$ cat config.mk
export PLATFORM = sky130hd
export DESIGN_NAME = trap_entry_sequencer_flat
export DESIGN_NICKNAME = d
export VERILOG_FILES = /design/src/rtl/trap_entry_sequencer_pkg.sv /design/src/rtl/trap_entry_sequencer_if.sv /design/src/rtl/trap_entry_sequencer.sv /design/src/flat_wrapper.sv
export SDC_FILE = /design/constraint.sdc
export NUM_CORES = 1
export LEC_CHECK = 0
export BUFFER_PORTS_ARGS = -buffer_cell sky130_fd_sc_hd__buf_2
export CAP_MARGIN = 20
export CORE_ASPECT_RATIO = 0.8
export CORE_MARGIN = 3
export CORE_UTILIZATION = 30
export CTS_CLUSTER_DIAMETER = 200
export DETAILED_ROUTE_END_ITERATION = 6
export PLACE_DENSITY = 0.55
export SETUP_SLACK_MARGIN = 0.4
export SYNTH_ARGS = -nofsm -noshare
export SYNTH_HDL_FRONTEND = slang
export SYNTH_SLANG_ARGS = --single-unit
$ cat constraint.sdc
create_clock -name clk -period 2.55 [get_ports clk]
set_input_delay 0.255 -clock clk [delete_from_list [all_inputs] [get_ports clk]]
set_output_delay 0.255 -clock clk [all_outputs]
set_load 0.02 [all_outputs]
$ cat src/rtl/trap_entry_sequencer_pkg.sv
// Shared types and constants for the machine-mode trap entry / mret sequencer.
// Imported by the sequencer and its interface.
package trap_entry_sequencer_pkg;

    localparam int unsigned XLEN           = 32;
    localparam int unsigned CAUSE_W        = 4;
    localparam int unsigned MCAUSE_INT_BIT = XLEN - 1;

    // Machine-level interrupt cause codes
    localparam logic [CAUSE_W-1:0] CAUSE_MSI = 4'd3;
    localparam logic [CAUSE_W-1:0] CAUSE_MTI = 4'd7;
    localparam logic [CAUSE_W-1:0] CAUSE_MEI = 4'd11;

    typedef enum logic [2:0] {
        StIdle,
        StDrain,
        StEnter,
        StReturn,
        StCool
    } trap_state_e;

endpackage

$ cat src/rtl/trap_entry_sequencer_if.sv
// Signals between interrupt/pipeline sources and the trap entry sequencer.
// The slave modport is the sequencer; master is the surrounding core logic.
interface trap_entry_sequencer_if #(
    parameter int unsigned XLEN    = 32,
    parameter int unsigned CAUSE_W = 4
) ();

    logic               irq_pending;
    logic [CAUSE_W-1:0] irq_cause;
    logic               mret_exe;
    logic               exe_valid;
    logic [XLEN-1:0]    exe_pc;
    logic               mem_busy;
    logic               stall_pipl;

    logic               interrupt;
    logic               mret_type;
    logic               trap_busy;
    logic               redirect_valid;
    logic               redirect_sel;
    logic               csr_trap_we;
    logic               csr_mret_we;
    logic [XLEN-1:0]    csr_mepc;
    logic [XLEN-1:0]    csr_mcause;
    logic               drain_timeout;

    modport master (
        output irq_pending, irq_cause, mret_exe, exe_valid, exe_pc, mem_busy, stall_pipl,
        input  interrupt, mret_type, trap_busy, redirect_valid, redirect_sel,
        input  csr_trap_we, csr_mret_we, csr_mepc, csr_mcause, drain_timeout
    );

    modport slave (
        input  irq_pending, irq_cause, mret_exe, exe_valid, exe_pc, mem_busy, stall_pipl,
        output interrupt, mret_type, trap_busy, redirect_valid, redirect_sel,
        output csr_trap_we, csr_mret_we, csr_mepc, csr_mcause, drain_timeout
    );

endinterface

$ cat src/rtl/trap_entry_sequencer.sv
// Machine-mode interrupt entry and mret return sequencer: drains MEM, then pulses the
// pipeline flush, PC redirect and CSR write strobes. All outputs are registered.
module trap_entry_sequencer
    import trap_entry_sequencer_pkg::*;
#(
    parameter int unsigned XLEN      = trap_entry_sequencer_pkg::XLEN,
    parameter int unsigned CAUSE_W   = trap_entry_sequencer_pkg::CAUSE_W,
    parameter int unsigned DRAIN_MAX = 15
) (
    input  logic                  clk,
    input  logic                  reset_n,
    trap_entry_sequencer_if.slave bus
);

    localparam int unsigned CntW = $clog2(DRAIN_MAX + 1);

    trap_state_e     state_q, state_d;
    logic [CntW-1:0] cnt_q, cnt_d;
    logic            latch_csr;
    logic            timeout_d;
    logic [XLEN-1:0] mcause_d;

    logic            interrupt_q, mret_type_q, trap_busy_q, redirect_valid_q, redirect_sel_q;
    logic            csr_trap_we_q, csr_mret_we_q, drain_timeout_q;
    logic [XLEN-1:0] csr_mepc_q, csr_mcause_q;

    always_comb begin
        mcause_d                = '0;
        mcause_d[CAUSE_W-1:0]   = bus.irq_cause;
        mcause_d[XLEN-1]        = 1'b1;
    end

    always_comb begin
        state_d   = state_q;
        cnt_d     = cnt_q;
        latch_csr = 1'b0;
        timeout_d = 1'b0;
        unique case (state_q)
            StIdle: begin
                // mret wins over a simultaneous interrupt
                if (bus.mret_exe && !bus.stall_pipl) begin
                    state_d = StReturn;
                end else if (bus.irq_pending && bus.exe_valid) begin
                    state_d   = StDrain;
                    latch_csr = 1'b1;
                end
            end
            StDrain: begin
                if (!bus.irq_pending) begin
                    state_d = StIdle;
                    cnt_d   = '0;
                end else if (!bus.mem_busy && !bus.stall_pipl) begin
                    state_d = StEnter;
                    cnt_d   = '0;
                end else if (cnt_q == CntW'(DRAIN_MAX)) begin
                    state_d   = StEnter;
                    cnt_d     = '0;
                    timeout_d = 1'b1;
                end else begin
                    cnt_d = cnt_q + 1'b1;
                end
            end
            StEnter:  state_d = StCool;
            StReturn: state_d = StCool;
            StCool:   state_d = StIdle;
            default:  state_d = StIdle;
        endcase
    end

    // Outputs are decoded from the next state and registered, so they are Moore in state_q.
    always_ff @(posedge clk or negedge reset_n) begin
        if (!reset_n) begin
            state_q          <= StIdle;
            cnt_q            <= '0;
            csr_mepc_q       <= '0;
            csr_mcause_q     <= '0;
            interrupt_q      <= 1'b0;
            mret_type_q      <= 1'b0;
            trap_busy_q      <= 1'b0;
            redirect_valid_q <= 1'b0;
            redirect_sel_q   <= 1'b0;
            csr_trap_we_q    <= 1'b0;
            csr_mret_we_q    <= 1'b0;
            drain_timeout_q  <= 1'b0;
        end else begin
            state_q          <= state_d;
            cnt_q            <= cnt_d;
            if (latch_csr) begin
                csr_mepc_q   <= bus.exe_pc;
                csr_mcause_q <= mcause_d;
            end
            interrupt_q      <= (state_d == StEnter);
            mret_type_q      <= (state_d == StReturn);
            trap_busy_q      <= (state_d != StIdle);
            redirect_valid_q <= (state_d == StEnter) || (state_d == StReturn);
            redirect_sel_q   <= (state_d == StReturn);
            csr_trap_we_q    <= (state_d == StEnter);
            csr_mret_we_q    <= (state_d == StReturn);
            drain_timeout_q  <= timeout_d;
        end
    end

    assign bus.interrupt      = interrupt_q;
    assign bus.mret_type      = mret_type_q;
    assign bus.trap_busy      = trap_busy_q;
    assign bus.redirect_valid = redirect_valid_q;
    assign bus.redirect_sel   = redirect_sel_q;
    assign bus.csr_trap_we    = csr_trap_we_q;
    assign bus.csr_mret_we    = csr_mret_we_q;
    assign bus.csr_mepc       = csr_mepc_q;
    assign bus.csr_mcause     = csr_mcause_q;
    assign bus.drain_timeout  = drain_timeout_q;

endmodule

$ cat src/flat_wrapper.sv
// flat-port wrapper written by rule: the top's interface ports become plain ports
module trap_entry_sequencer_flat import trap_entry_sequencer_pkg::*;
#(
    parameter int unsigned XLEN      = trap_entry_sequencer_pkg::XLEN,
    parameter int unsigned CAUSE_W   = trap_entry_sequencer_pkg::CAUSE_W,
    parameter int unsigned DRAIN_MAX = 15
)
  (clk, reset_n, bus_irq_pending, bus_irq_cause, bus_mret_exe, bus_exe_valid, bus_exe_pc, bus_mem_busy, bus_stall_pipl, bus_interrupt, bus_mret_type, bus_trap_busy, bus_redirect_valid, bus_redirect_sel, bus_csr_trap_we, bus_csr_mret_we, bus_csr_mepc, bus_csr_mcause, bus_drain_timeout);
  trap_entry_sequencer_if #(.XLEN(XLEN), .CAUSE_W(CAUSE_W)) bus_i ();
  input  logic clk;
  input  logic reset_n;
  input wire logic [$bits(bus_i.irq_pending)-1:0] bus_irq_pending;
  input wire logic [$bits(bus_i.irq_cause)-1:0] bus_irq_cause;
  input wire logic [$bits(bus_i.mret_exe)-1:0] bus_mret_exe;
  input wire logic [$bits(bus_i.exe_valid)-1:0] bus_exe_valid;
  input wire logic [$bits(bus_i.exe_pc)-1:0] bus_exe_pc;
  input wire logic [$bits(bus_i.mem_busy)-1:0] bus_mem_busy;
  input wire logic [$bits(bus_i.stall_pipl)-1:0] bus_stall_pipl;
  output wire logic [$bits(bus_i.interrupt)-1:0] bus_interrupt;
  output wire logic [$bits(bus_i.mret_type)-1:0] bus_mret_type;
  output wire logic [$bits(bus_i.trap_busy)-1:0] bus_trap_busy;
  output wire logic [$bits(bus_i.redirect_valid)-1:0] bus_redirect_valid;
  output wire logic [$bits(bus_i.redirect_sel)-1:0] bus_redirect_sel;
  output wire logic [$bits(bus_i.csr_trap_we)-1:0] bus_csr_trap_we;
  output wire logic [$bits(bus_i.csr_mret_we)-1:0] bus_csr_mret_we;
  output wire logic [$bits(bus_i.csr_mepc)-1:0] bus_csr_mepc;
  output wire logic [$bits(bus_i.csr_mcause)-1:0] bus_csr_mcause;
  output wire logic [$bits(bus_i.drain_timeout)-1:0] bus_drain_timeout;
  assign bus_i.irq_pending = bus_irq_pending;
  assign bus_i.irq_cause = bus_irq_cause;
  assign bus_i.mret_exe = bus_mret_exe;
  assign bus_i.exe_valid = bus_exe_valid;
  assign bus_i.exe_pc = bus_exe_pc;
  assign bus_i.mem_busy = bus_mem_busy;
  assign bus_i.stall_pipl = bus_stall_pipl;
  assign bus_interrupt = bus_i.interrupt;
  assign bus_mret_type = bus_i.mret_type;
  assign bus_trap_busy = bus_i.trap_busy;
  assign bus_redirect_valid = bus_i.redirect_valid;
  assign bus_redirect_sel = bus_i.redirect_sel;
  assign bus_csr_trap_we = bus_i.csr_trap_we;
  assign bus_csr_mret_we = bus_i.csr_mret_we;
  assign bus_csr_mepc = bus_i.csr_mepc;
  assign bus_csr_mcause = bus_i.csr_mcause;
  assign bus_drain_timeout = bus_i.drain_timeout;
  trap_entry_sequencer #(.XLEN(XLEN), .CAUSE_W(CAUSE_W), .DRAIN_MAX(DRAIN_MAX)) u_core (.clk(clk), .reset_n(reset_n), .bus(bus_i));
endmodule
# == After elaboration in Yosys (flattened, before gate mapping) ==
# Index checks and enable logic that the tools add are counted.
# classes
add_sub_neg,1
n_eq_ne,6
muxes,16
reduce_logical,9
# op_table
op,n
2-to-1 mux 3 bit,5
== test 3 x 2 -> 1 bit (second input constant),4
2-to-1 mux 4 bit,3
case mux 3 bit (3 select lines),1
2-to-1 mux 1 bit,7
adder 4 x 1 -> 4 bit (second input constant),1
== test 4 bit (second input constant),1
== test 3 x 1 -> 1 bit (second input constant),1
logical AND 1 bit,3
logical NOT 3 bit,1
nonzero test 3 bit,1
logical NOT 1 bit,2
OR reduction 2 bit,1
logical OR 1 bit,1
# word_totals
ff_bits,49
input_bits,43
output_inout_bits,72
wordCells,41

# == Depth between registers and ports, before layout ==
# Gate-level depths: netlist (run 1).
# logic_depth
depth_word,7
mapped_depth,5
ltp_nobuf,4

# == Least setup slack after synthesis (run 1) ==
# OpenSTA, ideal clock, no wires.
# synth_timing
kind,flip-flop to flip-flop
from,register u_core.state_q[0]
to,register u_core.csr_mepc_q[10] (netlist: u_core.bus.csr_mepc[10])
setup_ps,125
t_arrival_ps,1372
slack_ps,1053
stages_incl_launch_ff,6
path_buffers,2
period_less_slack_ps,1497
cell_sequence,dfrtp_1 -> nor3_4 -> and3b_1 -> buf_6 -> buf_12 -> mux2_4
# synth_between
elab_chain_cells,2
# synth_rtl
element,line,rtl
start: declaration,trap_entry_sequencer.sv:17,"trap_state_e state_q, state_d;"
start signal: assignment,trap_entry_sequencer.sv:73,state_q <= StIdle;
start signal: assignment,trap_entry_sequencer.sv:86,state_q <= state_d;
logical NOT 3 bit,trap_entry_sequencer.sv:38,unique case (state_q)
2-to-1 mux 1 bit,trap_entry_sequencer.sv:38,
end signal: assignment,trap_entry_sequencer.sv:89,csr_mepc_q <= bus.exe_pc;
end: declaration,trap_entry_sequencer.sv:25,"logic [XLEN-1:0] csr_mepc_q, csr_mcause_q;"
# Every way passes these cells.
# A chain may end at the register's enable or synchronous reset.

# == Worst setup path in the final report (run 1) ==
# layout_timing
from,register u_core.state_q[1]
to,register u_core.csr_mepc_q[6] (netlist: u_core.bus.csr_mepc[6])
# Same word-level chain as after synthesis.

==> out/metrics.cfg, run 1 <==
[timing]
min_period_over_period_pct=66.8
fin_worst_skew_ps=4.35
setup_viol=0
grt_setup_unrepaired=false
setup_tns_ps=0
fmax_mhz=587
finalMaxSlewViolations=0
hold_viol=0
worstMarginPinSlew_ps=625
setup_ws_ps=846
period_minus_slack_ps=1700
slew_headroom_pct=58.4

[critical_path]
start_kind=register
critPathMaxStageDelay_ps=440
cp.arrival_ps=1880
cp.required_ps=2730
endpoint_kind=register
crit_fanout=20
critPathKind=register to register
critPathSlowestCell=dfrtp_1
cp_cell_sequence=nor3_4 > and3b_2 > buf_4 > mux2_2

[cts]
clock-sinks=49
postCtsSetupBuffers=0
clockBufferDepth=2
numCtsBuffers=5
cts-resized-gates=0
cts_tree=yes
clk_pin_slew_ps=80
worstSkewPairLatency_ps=290
postCtsHoldBufs=0
root_buffer=clkbuf_8
h-tree-depth=2

[routing]
routedWlPerCell_um=12.4
drtIter0Drc=18
vias_per_cell=4.01
wirelength_um=4360
drcViolationCount=0
vias=1406
postRouteAntennaNets=0
first_pass_iters=4

[layout]
layout.nets=293
synthToLayoutAreaGrowth_pct=20.5
antenna_cells=0
drive_gt1_share_pct=54.4
nFillCells=712

[pwr]
p_seq_share_pct=41.7
switchingPower_uw=1170
intPower_uw=1950
ir_drop_mv=0.406
power_leakage_uw=0.00145
power.clock.fraction_pct=13.8
swShare_pct=37.4
powerDensity_mw_per_mm2=1140
pwr-share-comb_pct=44.5

[floorplan]
row_count=27
die_w_um=103
core_sq_mm=0.00713
start_util_pct=32.0
chipHeight_um=84.0
io_pins=115
die-area_sq_mm=0.00869

[yosys]
syn_inst=160
synth_seq_cells=49
yosys-top-cells-area=dfrtp_1 54%, mux2_4 19%, buf_4 9.9%
synth_area_leader_cell=dfrtp_1
synth_top_area_share_pct=53.8
yosysSeqAreaShare_pct=53.8
avgSynthCellArea_sq_um=14.3
post_synth_num_cell_types=28
synth_area_sq_mm=0.00228
ys_warn_count=0

[flow_run]
max-cap-violations=0

[grt]
antenna_found_initial=0
track_usage_pct=9.94
grt_pass1_vias=1416
overflow=0
grt_max_degree=50
grt_pass1_wl_um=6820

[place]
dp_hpwl_um=3180
place_ws_ps=852
io_buffers=87
routabilityCongestion=0.756

[min_path]
hold_path_class=input port to asynchronous set/reset pin

[outcome]
status=completed

## power groups by stage
stage               Clock [uW]  Sequential (uW)  Combinational [uW]
floorplan                    0             1690                 627
global placement             0             1310                1390
detailed placement           0             1320                1400
CTS                        463             1310                1410
global route               495             1350                1500
finish                     432             1300                1390
## per-stage QoR
step                cell area, sq um  instances  total power, uW  hold slack (ps)  util, %
floorplan                       2380        186             2320            -40.6        -
detailed placement              2670        343             2720              407     37.4
global route                    2750        351             3350              110     38.5
finish                          2750        351             3120             50.9     38.5
CTS                             2750        351             3180             79.3     38.5
global placement                2670        343             2700              404     37.4
## registers in the layout, summed over array words and instances, names as in the netlist
| signal | count |
|---|---|
| u_core.bus.csr_mcause | 5 |
| u_core.bus.mret_type | 1 |
| u_core.cnt_q | 4 |
| u_core.state_q | 3 |
| u_core.bus.drain_timeout | 1 |
| u_core.bus.redirect_valid | 1 |
| u_core.bus.csr_mepc | 32 |
| u_core.bus.interrupt | 1 |
| u_core.bus.trap_busy | 1 |
## area by class of cell
type	count	area (sq um)	share of cell area, %
well taps	101	126	4.60
repair buffers	90	458	16.7
flip-flops and latches	49	1230	44.6
multi-input cells	101	850	30.9
clock buffers	8	80.1	2.91
inverters	2	7.51	0.273
## critical path, delay by kind of cell, from the launching register on
family	cells	cell delay [ps]
buffers and inverters	1	330
flip-flops	1	440
multiplexers	1	380
AND/OR/NAND/NOR	2	450
## kinds of logic (layout without fill, tap and decap cells)
group                    Yosys count  after routing  share of synthesized area (%)
AND/OR/NAND/NOR                   27             27                           7.08
XOR/XNOR                           1              1                          0.384
multiplexers                      36             36                           22.5
other                              1             27                          0.164
AO/OA/AOI/OAI                      9              9                           2.19
adder cells (fa/ha/maj)            1              1                          0.548
flip-flops                        49             49                           53.8
buffers and inverters             36            100                           13.3
## per-layer routing
layer	track usage, %	wire length (um)	up-vias
met3	2.84	470	2
met1	12.9	1910	669
met5	0	0	-
met4	2.82	22	0
li1	-	-	662
met2	16.0	1960	73
## path summary, 6_finish.rpt
kind	from	to	slack, ps	cells past startpoint
setup / recovery	u_core.state_q[1]	u_core.bus.csr_mepc[6]	850	4
hold / removal	reset_n	u_core.bus.csr_mepc[17]	50	2
setup reg to reg	u_core.state_q[1]	u_core.bus.csr_mepc[6]	850	4
hold reg to reg	u_core.bus.csr_mcause[31]	u_core.bus.csr_mcause[31]	490	1
max in group asynchronous	reset_n	u_core.bus.csr_mcause[0]	2070	2
min in group clk	bus_exe_pc[15]	u_core.bus.csr_mepc[15]	190	2
## cells in the mapped netlist
| library cell | count |
|---|---|
| dfrtp_1 | 49 |
| buf_4 | 30 |
| mux2_4 | 29 |
| nand2_1 | 9 |
| mux2_2 | 7 |
| o21ai_0 | 5 |
| nand3_1 | 4 |
| buf_12 | 3 |
| nor2b_1 | 3 |
| a21oi_1 | 2 |
| inv_1 | 2 |
| and2_1 | 1 |
| and3_1 | 1 |
| and3b_1 | 1 |
| buf_6 | 1 |
| conb_1 | 1 |
| ha_1 | 1 |
| nand4_1 | 1 |
| nor2_1 | 1 |
| nor2b_4 | 1 |
| nor3_1 | 1 |
| nor3_4 | 1 |
| nor3b_1 | 1 |
| o211ai_1 | 1 |
| o21a_1 | 1 |
| or2_2 | 1 |
| or3b_2 | 1 |
| xor2_1 | 1 |
## cell usage in the layout, fill, tap and decap left out, drive strengths merged
cell type  instances
nor2               1
o211ai             1
xor2               1
conb              27
nor2b              4
o21ai              5
a21oi              2
clkbuf             8
ha                 1
nand4              1
and2               1
nor3b              1
dfrtp             49
and3               1
nand3              4
o21a               1
and3b              1
nor3               2
mux2              36
or3b               1
or2                1
inv                2
buf               90
nand2              9
Note: power is estimated with default switching activity, not from simulation.
==> run 2, diff against run 1 <==
Settings changed: ABC_AREA from default to 1, PLACE_DENSITY 0.55 to 0.57.
Clock period 2.55 ns to 1.45 ns, I/O delays scaled along.
==> out/metrics.cfg, run 2 <==
[timing]
finalMaxSlewViolations=0  ; unchanged
fin_worst_skew_ps=5.14  ; was 4.35 ps
min_period_over_period_pct=88.2  ; was 66.8%
worstMarginPinSlew_ps=508  ; was 625 ps
grt_setup_unrepaired=true  ; was false
setup_viol=0  ; unchanged
slew_headroom_pct=66.0  ; was 58.4%
fmax_mhz=782  ; was 587 MHz
period_minus_slack_ps=1280  ; was 1700 ps
hold_viol=0  ; unchanged
setup_tns_ps=0  ; unchanged

[outcome]
status=completed  ; unchanged

[layout]
layout_common_cells=87 x buf_2, 78 x nand2_1, 49 x dfrtp_1, 39 x nand3_1, 27 x conb_1  ; was 87 x buf_2, 49 x dfrtp_1, 29 x mux2_4, 27 x conb_1, 9 x nand2_1
layout.nets=389  ; was 293
final_common_cell=buf_2  ; unchanged
antenna_cells=0  ; unchanged
nFillCells=720  ; was 712
drive_gt1_share_pct=36.8  ; was 54.4%
synthToLayoutAreaGrowth_pct=32.9  ; was 20.5%
largest_register_ff_count=32  ; unchanged

[grt]
antenna_found_initial=0  ; unchanged
track_usage_pct=12.5  ; was 9.94%
grt_pass1_vias=1782  ; was 1416
grt_pass1_wl_um=8500  ; was 6820 um
overflow=0  ; unchanged
grt_max_degree=50  ; unchanged

[yosys]
synth_top_area_share_pct=55.2  ; was 53.8%
synthTopCellsByCount=87 x nand2_1, 49 x dfrtp_1, 40 x nand3_1  ; was 49 x dfrtp_1, 30 x buf_4, 29 x mux2_4
synth_seq_cells=49  ; unchanged
syn_inst=249  ; was 160
avgSynthCellArea_sq_um=8.92  ; was 14.3 sq um
ys_warn_count=0  ; unchanged
post_synth_num_cell_types=18  ; was 28
synth_area_sq_mm=0.00222  ; was 0.00228 sq mm
synth_edf_count=0  ; unchanged
synth_area_leader_cell=dfrtp_1  ; unchanged
synth_most_common_cell=nand2_1  ; was dfrtp_1
yosys-top-cells-area=dfrtp_1 55%, nand2_1 15%, buf_4 10%  ; was dfrtp_1 54%, mux2_4 19%, buf_4 9.9%
ys.flop_type=dfrtp_1  ; unchanged
yosysSeqAreaShare_pct=55.2  ; was 53.8%
synth-async-reset-ratio_pct=100  ; unchanged

[routing]
drtIter0Drc=70  ; was 18
wirelength_um=5570  ; was 4360 um
drcViolationCount=0  ; unchanged
first_pass_iters=4  ; unchanged
postRouteAntennaNets=0  ; unchanged
vias_per_cell=4.33  ; was 4.01
routedWlPerCell_um=12.9  ; was 12.4 um
vias=1872  ; was 1406

[critical_path]
critPathKind=register to register  ; unchanged
endpoint_kind=register  ; unchanged
path_buf_inv=2  ; was 1
crit_fanout=9  ; was 20
critPathSlowestCell=dfrtp_1  ; unchanged
start_kind=register  ; unchanged
cp.required_ps=1680  ; was 2730 ps
critPathMaxStageDelay_ps=420  ; was 440 ps
cp_cell_sequence=nor2_2 > nand2_2 > nor2_8 > buf_12 > clkbuf_16 > nand3_1 > nand2_1  ; was nor3_4 > and3b_2 > buf_4 > mux2_2
cp.arrival_ps=1510  ; was 1880 ps
crit_family=simple AND/OR/NAND/NOR gates  ; unchanged

[floorplan]
die_w_um=102  ; was 103 um
io_pins=115  ; unchanged
start_util_pct=31.6  ; was 32.0%
chipHeight_um=83.0  ; was 84.0 um
core_sq_mm=0.00703  ; was 0.00713 sq mm
die-area_sq_mm=0.00848  ; was 0.00869 sq mm
row_count=27  ; unchanged

[pwr]
finalPower_uw=5430  ; was 3120 uW
ir_drop_mv=0.919  ; was 0.406 mV
powerDensity_mw_per_mm2=1840  ; was 1140 mW/mm^2
power_leakage_uw=0.00168  ; was 0.00145 uW

[cts]
clk_pin_slew_ps=80  ; about the same
worstSkewPairLatency_ps=290  ; about the same
cts_tree=yes  ; unchanged
h-tree-depth=2  ; unchanged
clock-sinks=49  ; unchanged
clockBufferDepth=2  ; unchanged
numCtsBuffers=5  ; unchanged
root_buffer=clkbuf_8  ; unchanged

[place]
dp_hpwl_um=3590  ; was 3180 um
io_buffers=87  ; unchanged
routabilityCongestion=0.763  ; was 0.756

[min_path]
hold_path_class=input port to register  ; was input port to asynchronous set/reset pin

[flow_run]
max-cap-violations=0  ; unchanged

-- run 2: through the flow --
step	util, %	setup WS (ps)	hold slack [ps]	cells	area (sq um)
6_report	42.0	171	74.5	432	2950
5_1_grt	42.0	84.4	74.2	432	2950
4_1_cts	40.7	156	64.9	429	2860
3_5_place_dp	37.7	32.3	159	415	2650
3_3_place_gp	37.7	69.0	156	415	2650
2_1_floorplan	-	268	-151	275	2330
-- run 2: final timing paths --
| kind | start | cells past startpoint | slack [ps] | endpoint |
|---|---|---|---|---|
| worst max-delay path | u_core.state_q[2] | 7 | 170 | u_core.bus.csr_mcause[1] |
| worst min-delay path | bus_exe_pc[3] | 3 | 70 | u_core.bus.csr_mepc[3] |
| worst max register to register | u_core.state_q[2] | 7 | 170 | u_core.bus.csr_mcause[1] |
| worst min register to register | u_core.bus.csr_mcause[3] | 2 | 470 | u_core.bus.csr_mcause[3] |
| max in group asynchronous | reset_n | 3 | 840 | u_core.bus.csr_mepc[9] |
| min in group asynchronous | reset_n | 3 | 370 | u_core.bus.csr_mepc[29] |
-- run 2: cell type report --
type                    count  area (sq um)  area share (%)
multi-input cells         178           866            29.3
inverters                  11          41.3            1.40
repair buffers            100           623            21.1
well taps                  87           109            3.69
clock buffers               7          86.3            2.92
flip-flops and latches     49          1230            41.5
-- run 2: timing repair --
action	CTS	global route
setup endpoints to repair	47	48
endpoints found under the hold margin	49	0
gates cloned	2	3
resized for setup	12	9
hold buffers	1	0
buffers inserted	4	0
pin swaps	3	3
-- run 2: routing by layer --
metal	vias up	part of all wire, %	GRT usage, %
met5	-	0	0
met4	0	1.4	3.69
met3	7	8.3	3.61
met2	78	43	18.9
met1	873	47	17.4
li1	914	-	-
-- run 2: where the power goes --
part / leakage, uW / internal (uW) / switching, uW / total [uW]
clock network: 0.0000443 / 379 / 413 / 792
registers: 0.000616 / 1920 / 309 / 2230
logic: 0.00102 / 849 / 1560 / 2410
total: 0.00168 / 3140 / 2290 / 5430
-- run 2: logic make-up (layout without fill, tap and decap cells) --
kind of cell	Yosys count	count (layout)	synth area share [%]
other cells	1	27	0.169
fa+ha+maj	1	1	0.563
flops	49	49	55.2
simple gates	142	145	27.7
buf+inv	51	118	15.1
compound gates	4	4	0.901
xor+xnor	1	1	0.394
-- run 2: worst register-to-register path: stages, from the launching register on --
cell	delay, ps
dfrtp_1	420
nor2_2	130
nand2_2	100
nor2_8	110
buf_12	160
clkbuf_16	160
nand3_1	70
nand2_1	70
==> run 3, diff against run 2 <==
Settings changed: CORE_UTILIZATION 30 to 41, GPL_TIMING_DRIVEN from default to 1, PLACE_DENSITY 0.57 to 0.74, SETUP_SLACK_MARGIN 0.4 to 0.02.
==> out/metrics.cfg, run 3 (synthesized netlist as in run 2, its figures left out) <==
[outcome]
status=completed  ; unchanged

[critical_path]
critPathSlowestCell=dfrtp_1  ; unchanged
critPathMaxStageDelay_ps=410  ; was 420 ps
cp_cell_sequence=ha_1 > nand3_1 > o21ai_0 > inv_1 > nor2_1 > nor2_2 > nand2_1  ; was nor2_2 > nand2_2 > nor2_8 > buf_12 > clkbuf_16 > nand3_1 > nand2_1
endpoint_kind=register  ; unchanged
cp.required_ps=1630  ; was 1680 ps
cp.arrival_ps=1490  ; was 1510 ps
critPathKind=register to register  ; unchanged
crit_fanout=4  ; was 9
start_kind=register  ; unchanged

[pwr]
power_leakage_uw=0.00161  ; was 0.00168 uW
ir_drop_mv=0.726  ; was 0.919 mV
finalPower_uw=5160  ; was 5430 uW
powerDensity_mw_per_mm2=1910  ; was 1840 mW/mm^2

[place]
dp_cells=388  ; was 415
routabilityCongestion=0.717  ; was 0.763
dp_hpwl_um=3370  ; was 3590 um
io_buffers=87  ; unchanged
place_ws_ps=102  ; was 32.3 ps
place_area_sq_mm=0.00259  ; was 0.00265 sq mm

[routing]
first_pass_iters=4  ; unchanged
wirelength_um=4790  ; was 5570 um
drcViolationCount=0  ; unchanged
postRouteAntennaNets=0  ; unchanged
vias=1797  ; was 1872
routedWlPerCell_um=12.1  ; was 12.9 um
vias_per_cell=4.54  ; was 4.33
drtIter0Drc=54  ; was 70

[layout]
synthToLayoutAreaGrowth_pct=21.7  ; was 32.9%
fin_area_sq_mm=0.00270  ; was 0.00295 sq mm
drive_gt1_share_pct=30.8  ; was 36.8%
antenna_cells=0  ; unchanged
final_cells=396  ; was 432
largest_register_ff_count=32  ; unchanged
layout.nets=378  ; was 389
layout_common_cells=87 x nand2_1, 87 x buf_2, 49 x dfrtp_1, 40 x nand3_1, 27 x conb_1  ; was 87 x buf_2, 78 x nand2_1, 49 x dfrtp_1, 39 x nand3_1, 27 x conb_1

[cts]
worstSkewPairLatency_ps=290  ; about the same
numCtsBuffers=5  ; unchanged
clockBufferDepth=2  ; unchanged
clock-sinks=49  ; unchanged
h-tree-depth=2  ; unchanged
clk_pin_slew_ps=90  ; was 80 ps
root_buffer=clkbuf_8  ; unchanged
cts_tree=yes  ; unchanged

[floorplan]
chipHeight_um=71.8  ; was 83.0 um
start_util_pct=43.4  ; was 31.6%
die_w_um=88.3  ; was 102 um
row_count=23  ; was 27
die-area_sq_mm=0.00634  ; was 0.00848 sq mm
io_pins=115  ; unchanged
core_sq_mm=0.00512  ; was 0.00703 sq mm

[timing]
grt_setup_unrepaired=false  ; was true
fmax_mhz=766  ; was 782 MHz
period_minus_slack_ps=1310  ; was 1280 ps
hold_viol=0  ; unchanged
fin_worst_skew_ps=4.75  ; was 5.14 ps
min_period_over_period_pct=90.0  ; was 88.2%
finalMaxSlewViolations=0  ; unchanged
setup_ws_ps=144  ; was 171 ps
setup_tns_ps=0  ; unchanged
setup_viol=0  ; unchanged

[grt]
antenna_found_initial=0  ; unchanged
grt_pass1_wl_um=7710  ; was 8500 um
track_usage_pct=15.3  ; was 12.5%
overflow=0  ; unchanged
grt_max_degree=50  ; unchanged
grt_pass1_vias=1725  ; was 1782

[flow_run]
max-cap-violations=0  ; unchanged

[min_path]
hold_path_class=input port to register  ; unchanged

## run 3: path summary, 6_finish.rpt
path / from / endpoint / slack, ps / cells past startpoint
worst max-delay path: u_core.cnt_q[0] / u_core.bus.trap_busy / 140 / 7
worst min-delay path: bus_exe_pc[2] / u_core.bus.csr_mepc[2] / 80 / 3
worst max register to register: u_core.cnt_q[0] / u_core.bus.trap_busy / 140 / 7
worst min register to register: u_core.bus.csr_mcause[2] / u_core.bus.csr_mcause[2] / 470 / 2
max in group asynchronous: reset_n / u_core.state_q[1] / 850 / 3
min in group asynchronous: reset_n / u_core.bus.csr_mepc[25] / 380 / 3
## run 3: report_power, final
group          switching [uW]  internal (uW)
combinational            1470            697
clock                     414            379
sequential                287           1920
## run 3: critical path, delay by kind of cell, from the launching register on
kind | cells | cell delay, ps
flops | 1 | 410
simple gates | 4 | 400
fa+ha+maj | 1 | 230
compound gates | 1 | 90
buf+inv | 1 | 60
## run 3: cell type report
type                    count  area [sq um]
fillers                   499          2420
flip-flops and latches     49          1230
multi-input cells         175           771
repair buffers             92           500
clock buffers               7          86.3
well taps                  62          77.6
inverters                  11          41.3
## run 3: what timing repair did
action | CTS | global route
hold endpoints to repair | 49 | 0
endpoints found under the setup margin | 0 | 34
hold buffers | 1 | 0
buffers inserted | 0 | 0
gates resized for setup | 0 | 3
## run 3: metal layers
layer	part of all wire [%]	wire length (um)	global-route usage (%)	vias up
li1	-	-	-	891
met1	41	1990	18.8	833
met2	51	2420	27.4	71
met3	7.6	365	3.79	2
met4	0.35	17	3.02	0
met5	0	0	0	-
## run 3: stage by stage
step	util, %	hold slack, ps
after floorplan	-	-151
after global placement	50.6	154
after detailed placement	50.6	159
after CTS	52.5	68.7
after global routing	52.8	80.5
final	52.8	80.2
